`src/rtl/avalon_mm_host_bridge.sv`:
```
// Avalon-MM host bridge: a valid/ready request stream becomes pipelined Avalon-MM commands.
// Responses come back in order and are checked against a FIFO of the command types.
module avalon_mm_host_bridge #(
  parameter int DATA_WIDTH      = 32,
  parameter int ADDR_WIDTH      = 32,
  parameter int MAX_OUTSTANDING = 4
) (
  input  logic                                         clk,
  input  logic                                         rst_n,
  input  logic                                         req_valid,
  output logic                                         req_ready,
  input  logic                                         req_is_wr,
  input  logic [ADDR_WIDTH-1:0]                        req_addr,
  input  logic [DATA_WIDTH-1:0]                        req_wr_data,
  input  logic [DATA_WIDTH/8-1:0]                      req_wr_strb,
  output logic                                         rsp_valid,
  output logic                                         rsp_is_wr,
  output logic [DATA_WIDTH-1:0]                        rsp_data,
  output logic                                         rsp_err,
  output logic                                         protocol_err,
  output logic                                         avm_read,
  output logic                                         avm_write,
  input  logic                                         avm_waitrequest,
  output logic [ADDR_WIDTH-$clog2(DATA_WIDTH/8)-1:0]   avm_address,
  output logic [DATA_WIDTH-1:0]                        avm_writedata,
  output logic [DATA_WIDTH/8-1:0]                      avm_byteenable,
  input  logic                                         avm_readdatavalid,
  input  logic                                         avm_writeresponsevalid,
  input  logic [DATA_WIDTH-1:0]                        avm_readdata,
  input  logic [1:0]                                   avm_response
);

  localparam int BE_W  = DATA_WIDTH / 8;
  localparam int OFS   = $clog2(BE_W);
  localparam int AW    = ADDR_WIDTH - OFS;
  localparam int CNT_W = $clog2(MAX_OUTSTANDING) + 1;
  localparam int PTR_W = (MAX_OUTSTANDING > 1) ? $clog2(MAX_OUTSTANDING) : 1;

  logic             r_rd;
  logic             r_wr;
  logic [AW-1:0]    r_addr;
  logic [DATA_WIDTH-1:0] r_wdata;
  logic [BE_W-1:0]  r_be;

  logic             r_fifo [MAX_OUTSTANDING];
  logic [PTR_W-1:0] r_wptr;
  logic [PTR_W-1:0] r_rptr;
  logic [CNT_W-1:0] r_cnt;

  logic             r_rsp_valid;
  logic             r_rsp_is_wr;
  logic [DATA_WIDTH-1:0] r_rsp_data;
  logic             r_rsp_err;
  logic             r_perr;

  logic             w_pending;
  logic             w_cmd_accept;
  logic             w_req_hs;
  logic [CNT_W:0]   w_inflight;
  logic             w_head;
  logic             w_fifo_empty;
  logic             w_rsp_any;
  logic             w_rsp_ok;
  logic             w_viol;

  function automatic logic [PTR_W-1:0] next_ptr(input logic [PTR_W-1:0] p);
    if (p == PTR_W'(MAX_OUTSTANDING - 1)) return '0;
    return p + PTR_W'(1);
  endfunction

  assign w_pending    = r_rd | r_wr;
  assign w_cmd_accept = w_pending & ~avm_waitrequest;
  assign w_inflight   = {1'b0, r_cnt} + {{CNT_W{1'b0}}, w_pending};
  // Count the pending command too, so an accept can never overflow the order FIFO.
  assign req_ready    = (~w_pending | ~avm_waitrequest) &
                        (w_inflight < (CNT_W+1)'(MAX_OUTSTANDING));
  assign w_req_hs     = req_valid & req_ready;

  assign w_head       = r_fifo[r_rptr];
  assign w_fifo_empty = (r_cnt == '0);
  assign w_rsp_any    = avm_readdatavalid | avm_writeresponsevalid;
  assign w_rsp_ok     = w_rsp_any & ~(avm_readdatavalid & avm_writeresponsevalid) &
                        ~w_fifo_empty & (w_head == avm_writeresponsevalid);
  assign w_viol       = w_rsp_any & ~w_rsp_ok;

  generate
    if (OFS > 0) begin : g_unused_lsb
      logic w_unused_addr_lsb;
      assign w_unused_addr_lsb = ^req_addr[OFS-1:0];
    end
  endgenerate

  // Command register: reloads on handshake, clears once the agent takes it.
  always_ff @(posedge clk) begin
    if (!rst_n) begin
      r_rd    <= 1'b0;
      r_wr    <= 1'b0;
      r_addr  <= '0;
      r_wdata <= '0;
      r_be    <= '0;
    end else if (w_req_hs) begin
      r_rd    <= ~req_is_wr;
      r_wr    <= req_is_wr;
      r_addr  <= req_addr[ADDR_WIDTH-1:OFS];
      r_wdata <= req_wr_data;
      r_be    <= req_is_wr ? req_wr_strb : {BE_W{1'b1}};
    end else if (w_cmd_accept) begin
      r_rd    <= 1'b0;
      r_wr    <= 1'b0;
    end
  end

  // Order FIFO of command types, pushed on Avalon accept, popped on a valid response.
  always_ff @(posedge clk) begin
    if (w_cmd_accept) r_fifo[r_wptr] <= r_wr;
  end

  always_ff @(posedge clk) begin
    if (!rst_n) begin
      r_wptr <= '0;
      r_rptr <= '0;
      r_cnt  <= '0;
    end else begin
      if (w_cmd_accept) r_wptr <= next_ptr(r_wptr);
      if (w_rsp_ok)     r_rptr <= next_ptr(r_rptr);
      case ({w_cmd_accept, w_rsp_ok})
        2'b10:   r_cnt <= r_cnt + CNT_W'(1);
        2'b01:   r_cnt <= r_cnt - CNT_W'(1);
        default: r_cnt <= r_cnt;
      endcase
    end
  end

  // Response stage: one cycle after the agent's valid.
  always_ff @(posedge clk) begin
    if (!rst_n) begin
      r_rsp_valid <= 1'b0;
      r_rsp_is_wr <= 1'b0;
      r_rsp_data  <= '0;
      r_rsp_err   <= 1'b0;
      r_perr      <= 1'b0;
    end else begin
      r_rsp_valid <= w_rsp_ok;
      if (w_rsp_ok) begin
        r_rsp_is_wr <= w_head;
        r_rsp_data  <= w_head ? '0 : avm_readdata;
        r_rsp_err   <= |avm_response;
      end
      if (w_viol) r_perr <= 1'b1;
    end
  end

  assign avm_read       = r_rd;
  assign avm_write      = r_wr;
  assign avm_address    = r_addr;
  assign avm_writedata  = r_wdata;
  assign avm_byteenable = r_be;
  assign rsp_valid      = r_rsp_valid;
  assign rsp_is_wr      = r_rsp_is_wr;
  assign rsp_data       = r_rsp_data;
  assign rsp_err        = r_rsp_err;
  assign protocol_err   = r_perr;

endmodule

```
`config.mk`:
```
export PLATFORM = sky130hd
export DESIGN_NAME = avalon_mm_host_bridge
export DESIGN_NICKNAME = d
export VERILOG_FILES = /design/src/rtl/avalon_mm_host_bridge.sv
export SDC_FILE = /design/constraint.sdc
export NUM_CORES = 1
export LEC_CHECK = 0
export ABC_AREA = 1
export CAP_MARGIN = 20
export CORE_UTILIZATION = 44
export DETAILED_ROUTE_END_ITERATION = 7
export PLACE_DENSITY = 0.86
export SETUP_SLACK_MARGIN = 0.1
export SLEW_MARGIN = 10
export SYNTH_ARGS = -nofsm -noshare
export SYNTH_HDL_FRONTEND = slang
export SYNTH_SLANG_ARGS = --single-unit
```
`constraint.sdc`:
```
create_clock -name clk -period 4.8 [get_ports clk]
set_input_delay 0.96 -clock clk [delete_from_list [all_inputs] [get_ports clk]]
set_output_delay 0.96 -clock clk [all_outputs]
set_load 0.03 [all_outputs]
```
==> metrics <==
r2r startpoint avm_write$_SDFFE_PN0P_; setup repair after global routing missed its margin no; first-pass GRT wire length just under 20,000 µm; # Max-Cap Violations 0; R2R setup slack between 2000 and 3000 ps; Post-synth EDFFs 4; prevailing post-synth register cell sky130_fd_sc_hd__dfxtp_1; Final min period roughly 3400 ps; leading post-synthesis cells by instance count sky130_fd_sc_hd__nand2_1 (152), sky130_fd_sc_hd__dfxtp_1 (113), sky130_fd_sc_hd__a21oi_1 (104), sky130_fd_sc_hd__nand3_1 (58), sky130_fd_sc_hd__inv_1 (27); area overhead of the layout relative to synthesis 59.8%; leftover overflow at the end of global routing 0; post-CTS clock slew at the launch and capture registers of the worst setup and hold paths about 50 ps; CTS Hold Buffers Added 0; Slowest cell on crit path sky130_fd_sc_hd__clkdlybuf4s50_1; final antenna-violating net count 0; final number of max-transition violations 0; number of cell rows 36; Core Util, Final between 70 and 80%; buffer levels on the longest clock path 2; Hold Path Sink rsp_is_wr$_SDFFE_PN0P_; antenna diode count 0; static leakage power 0.00271 µW; Startpoint Class input port; logic depth of the worst register-to-register path 6; final number of hold-violating endpoints 0; Clock Skews about 7 ps; share of flip-flops with an asynchronous set or reset after synthesis 0%; count of endpoints failing setup in the final report 0; relative slew slack around 45%; share of the clock period used by the worst path a little under three quarters; CTS tree done; H-Tree Depth 4; post-cts resize count 0; Synth area leaders sky130_fd_sc_hd__dfxtp_1 (51%), sky130_fd_sc_hd__nand2_1 (13%), sky130_fd_sc_hd__a21oi_1 (12%); Seq/Total Area, Yosys 53.2%; number of sinks handled by clock tree synthesis 117; required arrival time at the worst endpoint 3840 ps; Critical Path AT ~2500 ps; worst hold stages 2; layout cell share with drive strength beyond 1 between 7 and 8%; library cell with the highest instance count after synthesis sky130_fd_sc_hd__nand2_1; crit path cell chain clkdlybuf4s50_1, inv_1, o21ai_2, a21oi_4, clkdlybuf4s50_1; Vert. Die Dim 103 µm; mean instance size in the synthesized netlist 8.12 µm²; overall routing resource usage 24.6%; number of nets in the layout between 800 and 900; fin area between 7000 and 8000 µm²; Max rail drop VDD between 0.0002 and 0.00025 V; result of the run complete, no violations; maximum number of pins on one net before global-route repair 64; Warnings, synthesis 0; chip width around 100 µm; number of optimization iterations in the first detailed-route pass 5; largest area contributor in the netlist sky130_fd_sc_hd__dfxtp_1; RR Endpoint avm_byteenable[2]$_SDFFE_PN0P_; routed wire length ~13,000 µm; Yosys cell types 23; number of buffers created by CTS 17; achievable frequency slightly below 300 MHz; top-level I/O count between 200 and 250; Setup Total Neg Slack 0 ps; total power density per cell area around 410 nW/µm²; drt initial violations 113; combined area of all synthesized cells around 4500 µm²; maximum fanout along the worst path 3; vias in the first global route roughly 4,200; initial cell density of the core between 40% and 50%; hold path startpoint rsp_is_wr$_SDFFE_PN0P_; Vias per Instance between 4 and 5; Placeable Area between 9000 and 10,000 µm²; cell area after placement approximately 6600 µm²; Post-CTS Repair Setup Buffers 0; cell mode on critical path sky130_fd_sc_hd__clkdlybuf4s50_1; start-to-end type of the worst setup path input port to primary output; gp weighted congestion around 0.73; slew at the pin with the worst max-slew slack 822 ps; path type of the worst min-delay path flip-flop to flip-flop; IO buf count 211; maximum single-stage delay on the critical path approximately 700 ps; Synth Register Bits about 120; Die ar. 10,600 µm²; synthesized net count 668; overall via count from detail_route around 4,500; clock insertion delay at the later pin of the skew report roughly 520 ps; initial antenna violation count 0; wire per inst about 15 µm; proportion of netlist area held by the largest area contributor roughly 51%; number of remaining DRC errors 0; crit end category primary output; clock tree root driver cell sky130_fd_sc_hd__clkbuf_8; Mapped Cells around 550; DP HPWL 8970 µm
## worst max-delay path by stage
| stage | startpoint | endpoint | slack, ps | cells after the start |
|---|---|---|---|---|
| detailed placement | avm_waitrequest | req_ready | 1390 | 5 |
| finish | avm_waitrequest | req_ready | 1380 | 5 |
| global route | avm_waitrequest | req_ready | 1320 | 5 |
| global placement | avm_waitrequest | req_ready | 1390 | 5 |
| floorplan | avm_writeresponsevalid | r_cnt[2]$_SDFFE_PN0P_ | 1930 | 13 |
| CTS | avm_waitrequest | req_ready | 1380 | 5 |
## cell families after synthesis
group / share of synthesized area (%)
buffers and inverters: 7.52
AO/OA/AOI/OAI: 13.2
adder cells (fa/ha/maj): 2.40
AND/OR/NAND/NOR: 23.7
flip-flops: 53.2
## critical path: cells and delay by family
kind	cells	cell delay, ps
buffers and inverters	3	1250
AOI/OAI and AO/OA	2	250
## cell usage in the layout, fill, tap and decap left out
cell type / instances
sky130_fd_sc_hd__clkdlybuf4s50_1: 210
sky130_fd_sc_hd__nand2_1: 152
sky130_fd_sc_hd__dfxtp_1: 113
sky130_fd_sc_hd__a21oi_1: 104
sky130_fd_sc_hd__nand3_1: 58
sky130_fd_sc_hd__inv_1: 27
sky130_fd_sc_hd__nor2_1: 21
sky130_fd_sc_hd__clkbuf_16: 17
sky130_fd_sc_hd__nand3_2: 10
sky130_fd_sc_hd__ha_1: 7
sky130_fd_sc_hd__buf_4: 7
sky130_fd_sc_hd__o21ai_0: 5
sky130_fd_sc_hd__clkinv_2: 5
sky130_fd_sc_hd__edfxtp_1: 4
sky130_fd_sc_hd__inv_2: 3
sky130_fd_sc_hd__clkbuf_8: 3
sky130_fd_sc_hd__clkinvlp_4: 2
sky130_fd_sc_hd__bufinv_16: 2
sky130_fd_sc_hd__clkbuf_1: 2
sky130_fd_sc_hd__a21boi_2: 1
sky130_fd_sc_hd__or2_4: 1
sky130_fd_sc_hd__o21ai_2: 1
sky130_fd_sc_hd__a21oi_4: 1
sky130_fd_sc_hd__nand2_2: 1
sky130_fd_sc_hd__nand4_1: 1
sky130_fd_sc_hd__a211oi_1: 1
sky130_fd_sc_hd__fa_1: 1
sky130_fd_sc_hd__buf_2: 1
## sequential cells by signal, indices dropped and copies added, names as in the netlist, named ones only
| signal | cells |
|---|---|
| avm_write | 1 |
| avm_byteenable | 4 |
| r_rptr | 2 |
| r_fifo | 4 |
| rsp_is_wr | 1 |
| rsp_data | 32 |
| r_cnt | 3 |
| rsp_err | 1 |
| rsp_valid | 1 |
| avm_address | 30 |
| avm_read | 1 |
| protocol_err | 1 |
| avm_writedata | 32 |
| r_wptr | 2 |
## where the power goes
group | leakage (µW) | switching, µW | total (µW) | internal (µW)
logic | 0.00147 | 360 | 623 | 263
registers | 0.000962 | 42.5 | 1100 | 1060
clock network | 0.000282 | 426 | 1210 | 788
total | 0.00271 | 829 | 2940 | 2110
## routing by layer
| layer | vias to the layer above | GRT usage (%) | part of all wire, % |
|---|---|---|---|
| met2 | 211 | 42.6 | 49 |
| met5 | - | 0 | 0 |
| met4 | 0 | 9.21 | 1.5 |
| met1 | 2037 | 25.9 | 39 |
| met3 | 16 | 11.9 | 11 |
| li1 | 2194 | - | - |
## metrics by stage
step                power, µW  worst slack (ps)  hold slack (ps)  cells
finish                   2940              1380              452    894
global route             3060              1320              479    894
CTS                      2960              1380              453    894
detailed placement       1740              1390              444    863
global placement         1720              1390              435    863
floorplan                1480              1930              442    551
## final cells by class
type | count | area (µm²)
clock buffers | 22 | 474
inverters | 30 | 113
fillers | 711 | 2670
well taps | 133 | 166
multi-input cells | 365 | 1760
repair buffers | 218 | 2160
clock inverters | 9 | 100
flip-flops and latches | 117 | 2380
Power figures use the tool's default switching activity.
